$ cat src/rtl/vector_queue.sv
// vector_queue: 16-deep circular buffer of beam endpoints feeding a line drawer.
// Latency: a write into an empty idle queue strobes out two edges later (strobe high in the cycle after edge E+1).
// Backpressure: pops only while lineto_ready=1 and at most every other cycle; writes while full are dropped and set sticky overflow.
//
// Ports:
//   clk, reset                 - single clock, synchronous active-high reset
//   wr_strobe/wr_x/wr_y/wr_bright - enqueue request and point payload
//   full, empty, count         - occupancy status, decoded from the count register
//   overflow                   - sticky: at least one write was dropped since reset
//   lineto_ready               - downstream line drawer can take a new endpoint
//   lineto_strobe              - one-cycle pulse presenting x_out/y_out/bright_out
//   x_out, y_out, bright_out   - last popped endpoint, held until the next pop
module vector_queue #(
  parameter int BITS       = 12,
  parameter int DEPTH_LOG2 = 4
) (
  input  logic                  clk,
  input  logic                  reset,
  input  logic                  wr_strobe,
  input  logic [BITS-1:0]       wr_x,
  input  logic [BITS-1:0]       wr_y,
  input  logic                  wr_bright,
  output logic                  full,
  output logic                  empty,
  output logic [DEPTH_LOG2:0]   count,
  output logic                  overflow,
  input  logic                  lineto_ready,
  output logic                  lineto_strobe,
  output logic [BITS-1:0]       x_out,
  output logic [BITS-1:0]       y_out,
  output logic                  bright_out
);

  localparam int DEPTH = 1 << DEPTH_LOG2;

  // Occupancy value meaning "every slot used"; count is one bit wider than
  // the pointers so that full and empty are distinguishable.
  localparam logic [DEPTH_LOG2:0] FULL_CNT = {1'b1, {DEPTH_LOG2{1'b0}}};

  typedef struct packed {
    logic            bright;
    logic [BITS-1:0] y;
    logic [BITS-1:0] x;
  } entry_t;

  typedef enum logic [0:0] {
    ST_IDLE  = 1'b0,
    ST_GUARD = 1'b1
  } state_t;

  // ---------------------------------------------------------------------------
  // State
  // ---------------------------------------------------------------------------
  entry_t                mem_q [DEPTH];
  entry_t                mem_d [DEPTH];

  logic [DEPTH_LOG2-1:0] wr_ptr_q, wr_ptr_d;
  logic [DEPTH_LOG2-1:0] rd_ptr_q, rd_ptr_d;
  logic [DEPTH_LOG2:0]   count_q, count_d;
  logic                  overflow_q, overflow_d;
  state_t                state_q, state_d;
  logic                  strobe_q, strobe_d;
  entry_t                out_q, out_d;

  // ---------------------------------------------------------------------------
  // Handshake decode
  // ---------------------------------------------------------------------------
  logic   full_w;
  logic   empty_w;
  logic   wr_accept;
  logic   wr_drop;
  logic   pop;
  entry_t wr_entry;
  entry_t head_entry;

  // Both status flags come from the registered count, so a write is judged
  // against the pre-edge occupancy even if a pop happens on the same edge,
  // and a freshly written entry cannot be popped in the cycle it arrives.
  assign full_w    = (count_q == FULL_CNT);
  assign empty_w   = (count_q == '0);

  assign wr_accept = wr_strobe && !full_w;
  assign wr_drop   = wr_strobe &&  full_w;

  // GUARD blocks the pop for one cycle after every strobe so a ready that the
  // drawer drops in response to the strobe is never seen stale.
  assign pop       = (state_q == ST_IDLE) && lineto_ready && !empty_w;

  assign wr_entry   = '{bright: wr_bright, y: wr_y, x: wr_x};
  assign head_entry = mem_q[rd_ptr_q];

  // ---------------------------------------------------------------------------
  // Storage and pointers
  // ---------------------------------------------------------------------------
  always_comb begin
    mem_d = mem_q;
    if (wr_accept) begin
      mem_d[wr_ptr_q] = wr_entry;
    end
  end

  always_comb begin
    // Pointers are exactly DEPTH_LOG2 bits wide, so +1 wraps modulo DEPTH.
    wr_ptr_d = wr_ptr_q;
    rd_ptr_d = rd_ptr_q;
    if (wr_accept) begin
      wr_ptr_d = wr_ptr_q + 1'b1;
    end
    if (pop) begin
      rd_ptr_d = rd_ptr_q + 1'b1;
    end
  end

  always_comb begin
    count_d = count_q;
    unique case ({wr_accept, pop})
      2'b10:   count_d = count_q + 1'b1;
      2'b01:   count_d = count_q - 1'b1;
      default: count_d = count_q;  // idle, or write and pop cancel out
    endcase
  end

  always_comb begin
    overflow_d = overflow_q || wr_drop;
  end

  // ---------------------------------------------------------------------------
  // Output FSM
  // ---------------------------------------------------------------------------
  always_comb begin
    state_d  = state_q;
    strobe_d = 1'b0;
    out_d    = out_q;
    unique case (state_q)
      ST_IDLE: begin
        if (pop) begin
          out_d    = head_entry;
          strobe_d = 1'b1;
          state_d  = ST_GUARD;
        end
      end
      ST_GUARD: begin
        // lineto_ready deliberately not looked at here.
        state_d = ST_IDLE;
      end
      default: begin
        state_d = ST_IDLE;
      end
    endcase
  end

  // ---------------------------------------------------------------------------
  // Registers
  // ---------------------------------------------------------------------------
  // Payload storage carries no reset: stale slots are unreachable once the
  // pointers and count are cleared.
  always_ff @(posedge clk) begin
    mem_q <= mem_d;
  end

  always_ff @(posedge clk) begin
    if (reset) begin
      wr_ptr_q   <= '0;
      rd_ptr_q   <= '0;
      count_q    <= '0;
      overflow_q <= 1'b0;
      state_q    <= ST_IDLE;
      strobe_q   <= 1'b0;
      out_q      <= '0;
    end else begin
      wr_ptr_q   <= wr_ptr_d;
      rd_ptr_q   <= rd_ptr_d;
      count_q    <= count_d;
      overflow_q <= overflow_d;
      state_q    <= state_d;
      strobe_q   <= strobe_d;
      out_q      <= out_d;
    end
  end

  // ---------------------------------------------------------------------------
  // Outputs
  // ---------------------------------------------------------------------------
  assign full          = full_w;
  assign empty         = empty_w;
  assign count         = count_q;
  assign overflow      = overflow_q;
  assign lineto_strobe = strobe_q;
  assign x_out         = out_q.x;
  assign y_out         = out_q.y;
  assign bright_out    = out_q.bright;

endmodule

$ cat config.mk
export PLATFORM = sky130hd
export DESIGN_NAME = vector_queue
export DESIGN_NICKNAME = d
export VERILOG_FILES = /design/src/rtl/vector_queue.sv
export SDC_FILE = /design/constraint.sdc
export NUM_CORES = 1
export LEC_CHECK = 0
export BUFFER_PORTS_ARGS = -buffer_cell sky130_fd_sc_hd__buf_2
export CORE_UTILIZATION = 25
export CTS_CLUSTER_DIAMETER = 40
export CTS_CLUSTER_SIZE = 8
export DETAILED_ROUTE_END_ITERATION = 6
export PLACE_DENSITY = 0.47
export REMOVE_ABC_BUFFERS = 1
export SYNTH_ARGS = -nofsm -noshare
export SYNTH_HDL_FRONTEND = slang
export SYNTH_SLANG_ARGS = --single-unit
$ cat constraint.sdc
create_clock -name clk -period 4.07 [get_ports clk]
set_input_delay 0.407 -clock clk [delete_from_list [all_inputs] [get_ports clk]]
set_output_delay 0.407 -clock clk [all_outputs]
set_load 0.1 [all_outputs]
==> impl_metrics.yaml, run 1 <==
cts:
  clock_path_buffers: 3
  clock_latency_ps: 590
  cts_sinks: 440
  path_clk_slew_ps: 50
  cts_tree: "built"
  clock-root-buffer: "clkbuf_16"
  cts_hold_buf: 0
  post-cts-setup-buffer-count: 0
  htree_levels: 3
  cts_buffers: 78
  post_cts_resized: 0
logic_synthesis:
  synth_enable_flop_cells: 400
  synth_ff_type: "edfxtp_1"
  yosysSeqAreaShare_pct: 75.0
  ys_ff_latch: 440
  syn_inst: 996
  ys_types: 46
  yosys_warnings: 0
  async_flop_share_pct: 0
  yosys-top-cells-count: "400 x edfxtp_1, 203 x mux2i_1, 78 x o22ai_1"
  yosysMostFrequentCell: "edfxtp_1"
  synth_top_cell_area_share_pct: 70.3
  synth_area_leaders: "edfxtp_1 70%, mux2i_1 12%, dfxtp_1 4.7%"
  netlist_area_um2: 17100
  yosysTopAreaCell: "edfxtp_1"
  avgSynthCellArea_um2: 17.2
timing:
  final_hold_viol_count: 0
  fin_ws_ps: 1010
  slew_headroom_pct: 29.0
  finalSetupTns_ps: 0
  maxSlewViolCount: 0
  finClkSkew_ps: 18.7
  tightest_slew_ps: 1060
  setup_violations: 0
  rsz0062_at_grt: "no"
  clock.fmax_mhz: 327
  finalCritPeriodShare_pct: 75.2
  layout_min_cycle_time_ps: 3060
drt:
  first_iter_violations: 686
  drt-wirelength-per-cell_um: 20.7
  remaining_drc_errors: 0
  wl_mm: 42.3
  num_vias: 9160
  firstDrtPassIters: 5
  viasPerCell: 4.48
  ant_nets: 0
pwr:
  power_density_nw_per_um2: 697
  leakage_nw: 6.65
  finalPower_w: 0.0148
  peakVddDrop_mv: 0.418
floorplanning:
  die_w_um: 263
  die_y_um: 263
  rows: 95
  start_util_pct: 25.4
  die_area_um2: 69400
  num_io_pins: 63
  coreArea_um2: 67400
worst_setup_path:
  endpoint_kind: "flop"
  required_ps: 4590
  start_kind: "flop"
  crit_type: "flop to flop"
  rr_endpoint: "count[4]$_SDFFE_PP0P_"
  cp_max_fo: 10
  crit_start: "count[1]$_SDFFE_PP0P_"
  reg2reg_from: "count[1]$_SDFFE_PP0P_"
  arrival_ps: 3580
  reg2regPathDepth: 9
  r2r_slack_ps: 1010
global_routing:
  grt_start_max_net_pins: 48
  grt_pass1_wl_mm: 62.7
  overflow: 0
  top_usage_layer: "met2"
  use_met3_pct: 2.74
  antenna_found_initial: 1
  met2_usage_pct: 18.7
  grt_pass1_vias: 9563
  grtUsageMet1_pct: 16.9
  grtUsageTotal_pct: 12.2
place:
  pre_cts_ws_ps: 1020
  port_buffers: 62
  dp_hpwl_mm: 24.6
  gp_congestion: 0.734
cells_and_area:
  area.growth.synth_to_final_pct: 24.1
  fillCellCount: 6526
  nets: 1149
  final_layout_size_suffix_gt1_share_pct: 21.0
  antenna_cells: 0
hold_path:
  hold_class: "input port to flop"
  min_from: "wr_strobe"
  hold_depth: 3
  whs_endpoint: "overflow$_SDFF_PP0_"
run_status:
  outcome: "finished clean"
job:
  cap_violations: 0
[area by class of cell]
type	count	area, um2	share of cell area (%)
repair buffers	99	626	2.95
flip-flops and latches	440	12800	60.4
inverters	6	22.5	0.106
clock buffers	109	2160	10.2
clock inverters	31	448	2.11
well taps	873	1090	5.15
multi-input cells	486	4050	19.1
[cell usage in the layout, fill, tap and decap left out, types with 4 or more instances in the layout]
master     count
nand2_1        9
edfxtp_1     400
clkbuf_16     82
dfxtp_1       39
a21oi_1        5
clkbuf_1      26
buf_4         34
clkinv_2       4
ha_1           9
a211oi_1      23
nor2_4        12
clkinv_1      10
buf_2         62
nor4_1        24
xor2_1         6
bufinv_16     11
o22ai_1       78
nand2b_1       5
nor2_1        42
mux2i_1      203
inv_1          6
nor3_2         4
o22ai_2       20
o21ai_0        4
[sequential cells by signal, summed over array words and instances, names as in the netlist]
signal and flops:
state_q 1, bright_out 1, rd_ptr_q 4, wr_ptr_q 4, mem_q 400, overflow 1, count 5, y_out 12
x_out 12
[report_power, final]
part | switching, W | total (W) | internal [W]
Combinational | 0.00222 | 0.00295 | 0.000728
Clock | 0.00208 | 0.00646 | 0.00437
Sequential | 0.000170 | 0.00539 | 0.00522
Total | 0.00448 | 0.0148 | 0.0103
[layer usage]
metal	vias up	part of all wire, %
li1	4220	-
met1	4666	47
met2	201	45
met3	71	4.8
met4	2	2.3
met5	-	0.031
[worst max path at each step]
stage | to | slack, ps | cells past startpoint
global route | count[4]$_SDFFE_PP0P_ | 780 | 9
detailed placement | count[4]$_SDFFE_PP0P_ | 1020 | 9
global placement | count[4]$_SDFFE_PP0P_ | 970 | 9
finish | count[4]$_SDFFE_PP0P_ | 1010 | 9
floorplan | rd_ptr_q[1]$_SDFFE_PP0P_ | -3870 | 3
CTS | count[4]$_SDFFE_PP0P_ | 1000 | 9
[cells by family (layout without fill, tap and decap cells)]
| logic type | after synthesis | after routing | synth area share (%) |
|---|---|---|---|
| flip-flops | 440 | 440 | 75.0 |
| adder cells (fa/ha/maj) | 9 | 9 | 0.659 |
| AND/OR/NAND/NOR | 117 | 117 | 3.42 |
| AO/OA/AOI/OAI | 148 | 148 | 6.54 |
| multiplexers | 203 | 203 | 11.9 |
| buffers and inverters | 70 | 245 | 2.08 |
| XOR/XNOR | 9 | 9 | 0.461 |
[critical path, stage by stage (launching register included)]
cell,delay [ps]
dfxtp_1,390
nor4_1,590
a21boi_1,370
inv_1,170
ha_1,330
ha_1,250
or4b_2,590
a21oi_1,150
a31oi_1,70
nand3_1,100
[metrics by stage]
step / cell area [um2] / hold WS, ps / utilization, % / cells
floorplan: 16800 / 476 / - / 932
global placement: 18600 / 452 / 27.6 / 1904
detailed placement: 18600 / 461 / 27.6 / 1904
CTS: 21200 / 105 / 31.5 / 2044
global route: 21200 / 133 / 31.5 / 2044
finish: 21200 / 145 / 31.5 / 2044
No activity file was read; power rests on OpenSTA's default activity.
==> run 2: changes to the inputs <==
- clock period: 4.07 -> 3 ns (I/O delays scaled with it)
==> run 2 against run 1 <==
- sequential share of layout area fell by 0.27 points
- critical path depth did not move
- final cell count rose by 0.44%
- maximum frequency rose by 15%
- clock-buffer cell count fell by 1
- total power rose by 35%
- sequential power rose by 35%
- clock skew fell by 2.3 ps
- combinational power rose by 37%
- register-to-register slack got worse by 660 ps
- non-clock buffer count rose by 5
==> impl_metrics.yaml, run 2 (synthesized netlist as in run 1, its figures left out) <==
cells_and_area:
  regMostFlops: "mem_q"
  largest_reg_flops: 400
  mostFrequentLayoutCell: "edfxtp_1"
  antenna_cells: 0
  nets: 1156
  multiInputGateArea_um2: 4050
  fillCellCount: 6493
  final_cell_mix: "400 x edfxtp_1, 203 x mux2i_1, 81 x clkbuf_16"
  final_layout_size_suffix_gt1_share_pct: 22.3
  fin_util_pct: 31.6
  seqCellArea_um2: 12800
  area.growth.synth_to_final_pct: 24.7
worst_setup_path:
  required_ps: 3540
  rr_endpoint: "count[4]$_SDFFE_PP0P_"
  cp_max_fo: 11
  reg2regPathDepth: 9
  crit_path_cell_trace: "nor4_1 > a21boi_1 > inv_1 > ha_1 > ha_1 > or4b_2 > a21oi_1 > a31oi_1 > nand3_1"
  start_kind: "flop"
  reg2reg_from: "count[2]$_SDFFE_PP0P_"
  endpoint_kind: "flop"
  crit_type: "flop to flop"
  crit_buf_inv: 1
  cp_common_cell: "ha_1"
  arrival_ps: 3190
  crit_path_top_delay_cell: "or4b_2"
  r2r_slack_ps: 350
  worst_path_largest_cell_delay_ps: 600
  critical_path.top_delay_family: "simple AND/OR/NAND/NOR gates"
cts:
  clock_latency_ps: 600
  htree_levels: 3
  post_cts_resized: 0
  cts_hold_buf: 0
  cts_sinks: 440
  post-cts-setup-buffer-count: 0
  cts_buffers: 80
  cts_tree: "built"
  clock_path_buffers: 3
  clock-root-buffer: "clkbuf_16"
  path_clk_slew_ps: 50
place:
  gp_congestion: 0.707
  pre_cts_ws_ps: 389
  dp_hpwl_mm: 23.7
  port_buffers: 62
floorplanning:
  die_area_um2: 69400
  rows: 95
  die_w_um: 263
  die_y_um: 263
  num_io_pins: 63
  start_util_pct: 25.4
  coreArea_um2: 67400
timing:
  finClkSkew_ps: 16.4
  setup_violations: 0
  rsz0062_at_grt: "no"
  clock.fmax_mhz: 377
  tightest_slew_ps: 880
  slew_headroom_pct: 41.3
  fin_ws_ps: 347
  maxSlewViolCount: 0
  finalCritPeriodShare_pct: 88.4
  layout_min_cycle_time_ps: 2650
  final_hold_viol_count: 0
hold_path:
  hold_class: "input port to flop"
  hold_depth: 3
  whs_endpoint: "overflow$_SDFF_PP0_"
  min_from: "wr_strobe"
drt:
  remaining_drc_errors: 0
  num_vias: 9265
  drt-wirelength-per-cell_um: 21.0
  first_iter_violations: 648
  viasPerCell: 4.51
  wl_mm: 43.1
  ant_nets: 0
  firstDrtPassIters: 5
pwr:
  power_density_nw_per_um2: 939
  leakage_nw: 6.70
  peakVddDrop_mv: 0.446
global_routing:
  grtUsageTotal_pct: 12.4
  grt_start_max_net_pins: 57
  grt_pass1_vias: 9224
  antenna_found_initial: 3
  grt_pass1_wl_mm: 62.9
  overflow: 0
run_status:
  outcome: "finished clean"
job:
  cap_violations: 0
-- run 2: cell types whose count changed in the layout (fill, tap and decap cells not counted) --
| cell | delta |
|---|---|
| clkbuf_8 | +4 |
| clkinvlp_4 | +3 |
| inv_6 | +1 |
| inv_16 | +1 |
| clkinv_8 | +1 |
| clkinv_2 | +7 |
| buf_12 | +6 |
| clkbuf_1 | -4 |
| buf_4 | -1 |
| bufinv_16 | -4 |
| clkinv_1 | -4 |
| clkbuf_16 | -1 |
-- run 2: report_power, final --
part	internal, W	switching (W)	total [W]
combinational	0.00101	0.00304	0.00405
sequential	0.00708	0.000225	0.00730
clock	0.00568	0.00297	0.00865
total	0.0138	0.00623	0.0200
-- run 2: area by class of cell --
| class | count | area share [%] |
|---|---|---|
| sequential | 440 | 60.1 |
| tap | 873 | 5.13 |
| clock inverter | 36 | 1.95 |
| timing repair buffer | 104 | 3.46 |
| clock buffer | 108 | 10.2 |
| inverter | 6 | 0.106 |
| multi-input combinational | 486 | 19.0 |
-- run 2: metrics by stage --
step | instance area [um2] | power, W | TNS, ps | instances | hold slack, ps
4_1_cts | 21300 | 0.0202 | 0 | 2053 | 24.5
3_3_place_gp | 18700 | 0.0115 | 0 | 1909 | 454
5_1_grt | 21300 | 0.0208 | 0 | 2053 | 61.9
3_5_place_dp | 18700 | 0.0115 | 0 | 1909 | 476
2_1_floorplan | 16800 | 0.0108 | -318150 | 932 | 369
6_report | 21300 | 0.0200 | 0 | 2053 | 41.4
-- run 2: worst max path at each step --
| stage | start | to | depth (start not counted) | slack [ps] |
|---|---|---|---|---|
| 2_1_floorplan | rd_ptr_q[1]$_SDFFE_PP0P_ | rd_ptr_q[1]$_SDFFE_PP0P_ | 3 | -4940 |
| 3_3_place_gp | count[1]$_SDFFE_PP0P_ | count[4]$_SDFFE_PP0P_ | 9 | 410 |
| 3_5_place_dp | count[1]$_SDFFE_PP0P_ | count[4]$_SDFFE_PP0P_ | 9 | 390 |
| 4_1_cts | count[1]$_SDFFE_PP0P_ | count[4]$_SDFFE_PP0P_ | 9 | 340 |
| 5_1_grt | count[1]$_SDFFE_PP0P_ | count[4]$_SDFFE_PP0P_ | 9 | 140 |
| 6_report | count[2]$_SDFFE_PP0P_ | count[4]$_SDFFE_PP0P_ | 9 | 350 |
-- run 2: worst register-to-register path, cell delays in order, from the launching register on --
cell	delay, ps
dfxtp_1	420
nor4_1	400
a21boi_1	160
inv_1	110
ha_1	350
ha_1	250
or4b_2	600
a21oi_1	150
a31oi_1	60
nand3_1	100
-- run 2: metal layers --
layer | wire length, um | GRT usage (%) | vias to the layer above
li1 | - | - | 4253
met1 | 20700 | 17.5 | 4710
met2 | 19000 | 18.4 | 231
met3 | 2510 | 3.05 | 65
met4 | 899 | 4.60 | 6
met5 | 34 | 0 | -
